<file path="config.mk">
export PLATFORM = sky130hd
export DESIGN_NAME = conntb_lfsr
export DESIGN_NICKNAME = d
export VERILOG_FILES = /design/src/rtl/conntb_pkg.sv /design/src/rtl/conntb_lfsr.sv
export SDC_FILE = /design/constraint.sdc
export NUM_CORES = 1
export LEC_CHECK = 0
export BUFFER_PORTS_ARGS = -buffer_cell sky130_fd_sc_hd__buf_2
export CORE_AREA = 5 5 42 44
export DETAILED_ROUTE_END_ITERATION = 6
export DIE_AREA = 0 0 47 49
export PLACE_DENSITY_LB_ADDON = 0.05
export SLEW_MARGIN = 25
export SYNTH_ARGS = -nofsm -noshare
export SYNTH_HDL_FRONTEND = slang
export SYNTH_SLANG_ARGS = --single-unit
</file>
<file path="constraint.sdc">
create_clock -name clk -period 1.2 [get_ports clk]
set_clock_uncertainty 0.2 [all_clocks]
set_input_delay 0.06 -clock clk [delete_from_list [all_inputs] [get_ports clk]]
set_output_delay 0.06 -clock clk [all_outputs]
set_load 0.005 [all_outputs]
</file>
<file path="src/rtl/conntb_pkg.sv">
// Shared types and the PRBS-8 step function for the ConnectTB driver agent.
// The LFSR uses the polynomial x^8+x^6+x^5+x^4+1, which sets feedback taps on bits 7,5,4,3.
package conntb_pkg;

  typedef enum logic [1:0] {
    ST_IDLE  = 2'd0,
    ST_RUN   = 2'd1,
    ST_DRAIN = 2'd2,
    ST_DONE  = 2'd3
  } state_e;

  localparam int LFSR_W = 8;
  localparam logic [LFSR_W-1:0] LFSR_TAPS = 8'hB8;

  function automatic logic [LFSR_W-1:0] lfsr_next(input logic [LFSR_W-1:0] s);
    return {s[LFSR_W-2:0], ^(s & LFSR_TAPS)};
  endfunction

endpackage

</file>
<file path="src/rtl/conntb_lfsr.sv">
// 8-bit Fibonacci PRBS generator with a synchronous load and a step enable.
module conntb_lfsr
  import conntb_pkg::*;
#(
  parameter logic [LFSR_W-1:0] RST_SEED = 8'hA5
) (
  input  logic              clk,
  input  logic              rst_n,
  input  logic              load_i,
  input  logic              en_i,
  input  logic [LFSR_W-1:0] seed_i,
  output logic [LFSR_W-1:0] state_o
);

  logic [LFSR_W-1:0] state_q;

  always_ff @(posedge clk or negedge rst_n) begin
    if (!rst_n) begin
      state_q <= RST_SEED;
    end else if (load_i) begin
      state_q <= seed_i;
    end else if (en_i) begin
      state_q <= lfsr_next(state_q);
    end
  end

  assign state_o = state_q;

endmodule

</file>
==> results of run 1 <==
-- routing by layer --
metal	part of all wire	wire length, um	GRT usage	up-vias
met4	0	0	0.02765	0
met1	0.42	418	0.1264	166
met2	0.50	492	0.1471	11
li1	-	-	-	197
met3	0.077	76	0.03321	0
met5	0	0	0	-
-- metrics by stage --
step,TNS (ns),setup slack [ns],power [mW],util
floorplan,0,0.01503,0.4202,-
detailed placement,-0.0003229,-0.0003229,0.4923,0.3634
CTS,-0.1015,-0.04344,0.7392,0.4723
finish,-0.03274,-0.03274,0.7266,0.4741
global route,-0.1275,-0.06620,0.7734,0.4741
global placement,0,0.01196,0.4879,0.3634
-- worst paths after layout --
path,endpoint,depth (start not counted)
max,state_o[5],2
min,state_o[2],3
max reg2reg,state_o[0],3
min reg2reg,state_o[2],2
max in group asynchronous,state_o[3],3
min in group asynchronous,state_o[7],2
-- power by group through the flow --
| stage | clock network, mW | logic [mW] | registers (mW) |
|---|---|---|---|
| finish | 0.204 | 0.183 | 0.339 |
| global placement | 0 | 0.146 | 0.342 |
| CTS | 0.212 | 0.187 | 0.340 |
| global route | 0.222 | 0.206 | 0.345 |
| detailed placement | 0 | 0.148 | 0.344 |
| floorplan | 0 | 0.0749 | 0.345 |
-- cells in the mapped netlist --
cell type,count,area (um^2)
buf_4,1,7.510
o21ai_0,7,35.03
mux2i_1,7,70.07
dfrtp_1,4,100.1
dfstp_2,4,105.1
xnor2_1,1,8.760
xor2_1,2,17.52
a21oi_1,1,5.000
buf_2,1,5.000
nor3b_1,1,7.510
nand2_1,7,26.28
nand2b_1,1,6.260
o21ai_1,1,5.000
-- critical path, delay by kind of cell (launching register included) --
kind | cells | cell delay, ns
DFF | 1 | 0.54
buffers and inverters | 2 | 0.18
-- kinds of logic (layout without fill, tap and decap cells) --
family | after synthesis | after routing | synth area share
mux | 7 | 7 | 0.1756
simple gates | 9 | 9 | 0.1003
compound gates | 9 | 9 | 0.1128
xor+xnor | 3 | 3 | 0.06584
buf+inv | 2 | 35 | 0.03134
flops | 8 | 8 | 0.5141
-- layout make-up --
type                            count  share of cell area
Clock buffer                        3             0.03390
Multi-Input combinational cell     28              0.2731
Sequential cell                     8              0.3089
Tap cell                           16             0.03013
Timing Repair Buffer               32              0.3540
-- repair_timing --
item | 4_1_cts | 5_1_grt
hold buffers | 12 | 0
pin swaps | 1 | 0
gates resized for setup | 2 | 2
endpoints found under the hold margin | 16 | 0
setup endpoints to repair | 2 | 7
==> flow_metrics.tcl, run 1 <==
set metrics [dict create \
    status "finished, violations left" \
    violations "negative setup slack" \
    drtPass1Iterations 4 \
    syn-cell-area_um2 399.1 \
    p_comb_frac 0.252 \
    powerDensity_nw_per_um2 1094 \
    clock_latency_ns 0.25 \
    drc 0 \
    wl_per_cell_um 11.36 \
    cts_made_buffers 3 \
    io_pins 20 \
    clockRootBuffer "clkbuf_4" \
    diodes 0 \
    power.leakage_nw 0.3321 \
    gp_congestion 0.6518 \
    wl_um 988 \
    cap_violations 0 \
    die_w_um 47 \
    cpPeakStageDelay_ns 0.54 \
    fmax_mhz 811.2 \
    grt_use_total 0.09659 \
    clkTransAtPathRegs_ns 0.05 \
    grt_max_degree 18 \
    fin_crit_ns 1.233 \
    rows 14 \
    nFillCells 144 \
    synth_area_per_cell_um2 10.50 \
    crit_chain "buf_6 > buf_6" \
    p_int_mw 0.5387 \
    syn-num-nets 50 \
    synthCells 38 \
    core_area_um2 1401 \
    whs_ns 0.05025 \
    placed_cell_area_um2 509.2 \
    start_util 0.2848 \
    slew_viol_final 0 \
    p_sw_mw 0.1879 \
    post-place-cells 72 \
    rsz0062_at_grt "true" \
    area_growth_pct 66.46 \
    startpoint "state_o[5]" \
    dieArea_um2 2303 \
    synth-seq-cells 8 \
    h-tree-depth 1 \
    crit_top_cell "buf_6" \
    yosys_warnings 0 \
    hold_path_startpoint "en_i" \
    cts_tree "done" \
    slowest_stage "dfstp_2" \
    seqCellArea_um2 205.2 \
    cp.arrival_ns 0.97 \
    cp_max_fo 3 \
    vias 374 \
    antenna_found_initial 0 \
    portBuffers 19 \
    cp_data_required_time_ns 0.94 \
    largest_reg_flops 8 \
    layout_commonest_cell "buf_2" \
    clock-sinks 8 \
    drt_iter0_drc 9 \
    nets 85 \
    slew_headroom 0.8344 \
    mostFrequentLayoutCells "buf_2 (18), dlygate4sd3_1 (11), mux2i_1 (7), nand2_1 (7), o21ai_0 (6)" \
    grt_pass1_wl_mm 1.587 \
    min_path_type "in2reg" \
    post-cts-setup-buffer-count 0 \
    grt_remaining_overflow 0 \
    cts_max_path_buffers 2 \
    hold_viol 0 \
    seq_area_frac_synth 0.5141 \
    p_clk_frac 0.281 \
    worst_pin_slew_ns 0.2484 \
    multi_input_area_um2 181.4 \
    end_kind "primary output" \
    layout_setup_ws_ns -0.03274 \
    swShare 0.2586 \
    crit_type "reg2out" \
    die_h_um 49 \
    final_cells 87 \
    ant_nets 0 \
    synth_cell_types 13 \
    first_global_vias 355 \
    setup_viol 1 \
    reg2reg_slack_ns 0.01 \
    drive_above_1_share 0.3803 \
    cp-start-kind "flip-flop" \
    final_area_um2 664.4 \
    r2r-start "state_o[7]" \
    seqPwrFrac 0.467 \
    fin_crit_sh 1.027 \
    via_per_inst 4.299 \
    peakVddDrop_mv 0.5760 \
]
No activity file was read; power rests on OpenSTA's default activity.
==> run 2, diff against run 1 <==
Settings changed: RECOVER_POWER set to 50.
==> run 2 against run 1 <==
- the flow still finishes with violations (negative setup slack)
- utilization shrank 0.36 points
- power decreased by 0.32%
- sequential share of layout area grew 0.23 points
- via count is the same
- clock power hardly changed
- fmax hardly changed
- critical path depth unchanged
- sequential cell count is the same
- non-clock buffer count is the same
- design area fell by 0.75%
- critical path type unchanged
- largest power group unchanged
- highest routed layer unchanged
==> flow_metrics.tcl, run 2 (synthesis results as in run 1) <==
set metrics [dict create \
    status "finished, violations left" \
    cp_data_required_time_ns 0.94 \
    final_util 0.4705 \
    clock_latency_ns 0.25 \
    portBuffers 19 \
    largest_reg_flops 8 \
    start_util 0.2848 \
    layout_setup_ws_ns -0.03212 \
    grt_use_total 0.09659 \
    hold_path_startpoint "en_i" \
    r2r-start "state_o[7]" \
    final_cells 87 \
    clock-sinks 8 \
    drive_above_1_share 0.3521 \
    startpoint "state_o[5]" \
    min_path_type "in2reg" \
    cts_max_path_buffers 2 \
    whs_ns 0.05192 \
    placed_cell_area_um2 509.2 \
    gp_congestion 0.6518 \
    fin_tns_setup_ns -0.03212 \
    io_pins 20 \
    p_total_mw 0.7243 \
    grt_remaining_overflow 0 \
    die_h_um 49 \
    first_global_vias 355 \
    cts_made_buffers 3 \
    crit_top_cell "buf_6" \
    cpPeakStageDelay_ns 0.54 \
    final_area_um2 659.4 \
    setup_viol 1 \
    slowest_stage "dfstp_2" \
    cp.arrival_ns 0.97 \
    cp_max_fo 3 \
    fin_crit_ns 1.232 \
    mostFrequentLayoutCells "buf_2 (16), dlygate4sd3_1 (11), mux2i_1 (7), nand2_1 (7), o21ai_0 (6)" \
    hold_viol 0 \
    nets 85 \
    die_w_um 47 \
    drtPass1Iterations 4 \
    h-tree-depth 1 \
    cts_tree "done" \
    via_per_inst 4.299 \
    worst_pin_slew_ns 0.2586 \
    dpl_worst_slack_ns -0.0003229 \
    area_growth_pct 65.20 \
    rows 14 \
    violations "negative setup slack" \
    wl_per_cell_um 11.37 \
    nFillCells 145 \
    core_area_um2 1401 \
    grt_pass1_wl_mm 1.587 \
    diodes 0 \
    layout_commonest_cell "buf_2" \
    ant_nets 0 \
    end_kind "primary output" \
    vias 374 \
    slew_headroom 0.8276 \
    power.leakage_nw 0.3170 \
    wl_um 989 \
    clockRootBuffer "clkbuf_4" \
    crit_type "reg2out" \
    drc 0 \
    post-place-cells 72 \
    cp-start-kind "flip-flop" \
    crit_chain "buf_6 > buf_6" \
    slew_viol_final 0 \
    grt_max_degree 18 \
    powerDensity_nw_per_um2 1098 \
    cap_violations 0 \
    drt_iter0_drc 9 \
    fin_crit_sh 1.027 \
    clkTransAtPathRegs_ns 0.05 \
    dieArea_um2 2303 \
    peakVddDrop_mv 0.5760 \
    rsz0062_at_grt "true" \
    fmax_mhz 811.6 \
    antenna_found_initial 0 \
]
## run 2: changes by cell type in the layout (fill, tap and decap cells not counted)
cell	before	now
buf_2	18	16
clkbuf_1	0	2
clkdlybuf4s25_1	0	1
dlymetal6s4s_1	1	0
## run 2: what timing repair did
| action | in CTS | in global routing |
|---|---|---|
| gates resized for setup | 2 | 2 |
| hold buffers | 12 | 0 |
| cloned | 0 | 0 |
| hold endpoints to repair | 16 | 0 |
| buffers inserted | 0 | 0 |
| setup endpoints to repair | 2 | 7 |
| pin swaps | 1 | 0 |
## run 2: where the power goes
group          internal [mW]  switching [mW]
Clock                  0.114          0.0889
Combinational          0.109          0.0726
Sequential             0.313          0.0260
Total                  0.537           0.188
## run 2: worst max-delay path: cells and delay by family (launching register included)
family   cells  cell delay [ns]
buf+inv      2             0.18
flops        1             0.54
## run 2: per-layer routing
metal  global-route usage  routed length (um)  vias up
met3              0.03321                  76        0
met4              0.02765                   0        0
met5                    0                   0        -
met2               0.1471                 487       11
li1                     -                   -      197
met1               0.1264                 425      166
## run 2: area by class of cell
type | count | area [um^2] | share of cell area
tap | 16 | 20.02 | 0.03036
multi-input combinational | 28 | 181.4 | 0.2751
sequential | 8 | 205.2 | 0.3112
timing repair buffer | 32 | 230.2 | 0.3491
clock buffer | 3 | 22.52 | 0.03416
## run 2: worst paths after layout
| path | end | slack, ns | cells after the start |
|---|---|---|---|
| max | state_o[5] | -0.03 | 2 |
| min | state_o[2] | 0.05 | 3 |
| max reg2reg | state_o[0] | 0.01 | 3 |
| min reg2reg | state_o[2] | 0.38 | 2 |
| max in group asynchronous | state_o[1] | 0.17 | 3 |
| min in group asynchronous | state_o[7] | 0.22 | 2 |
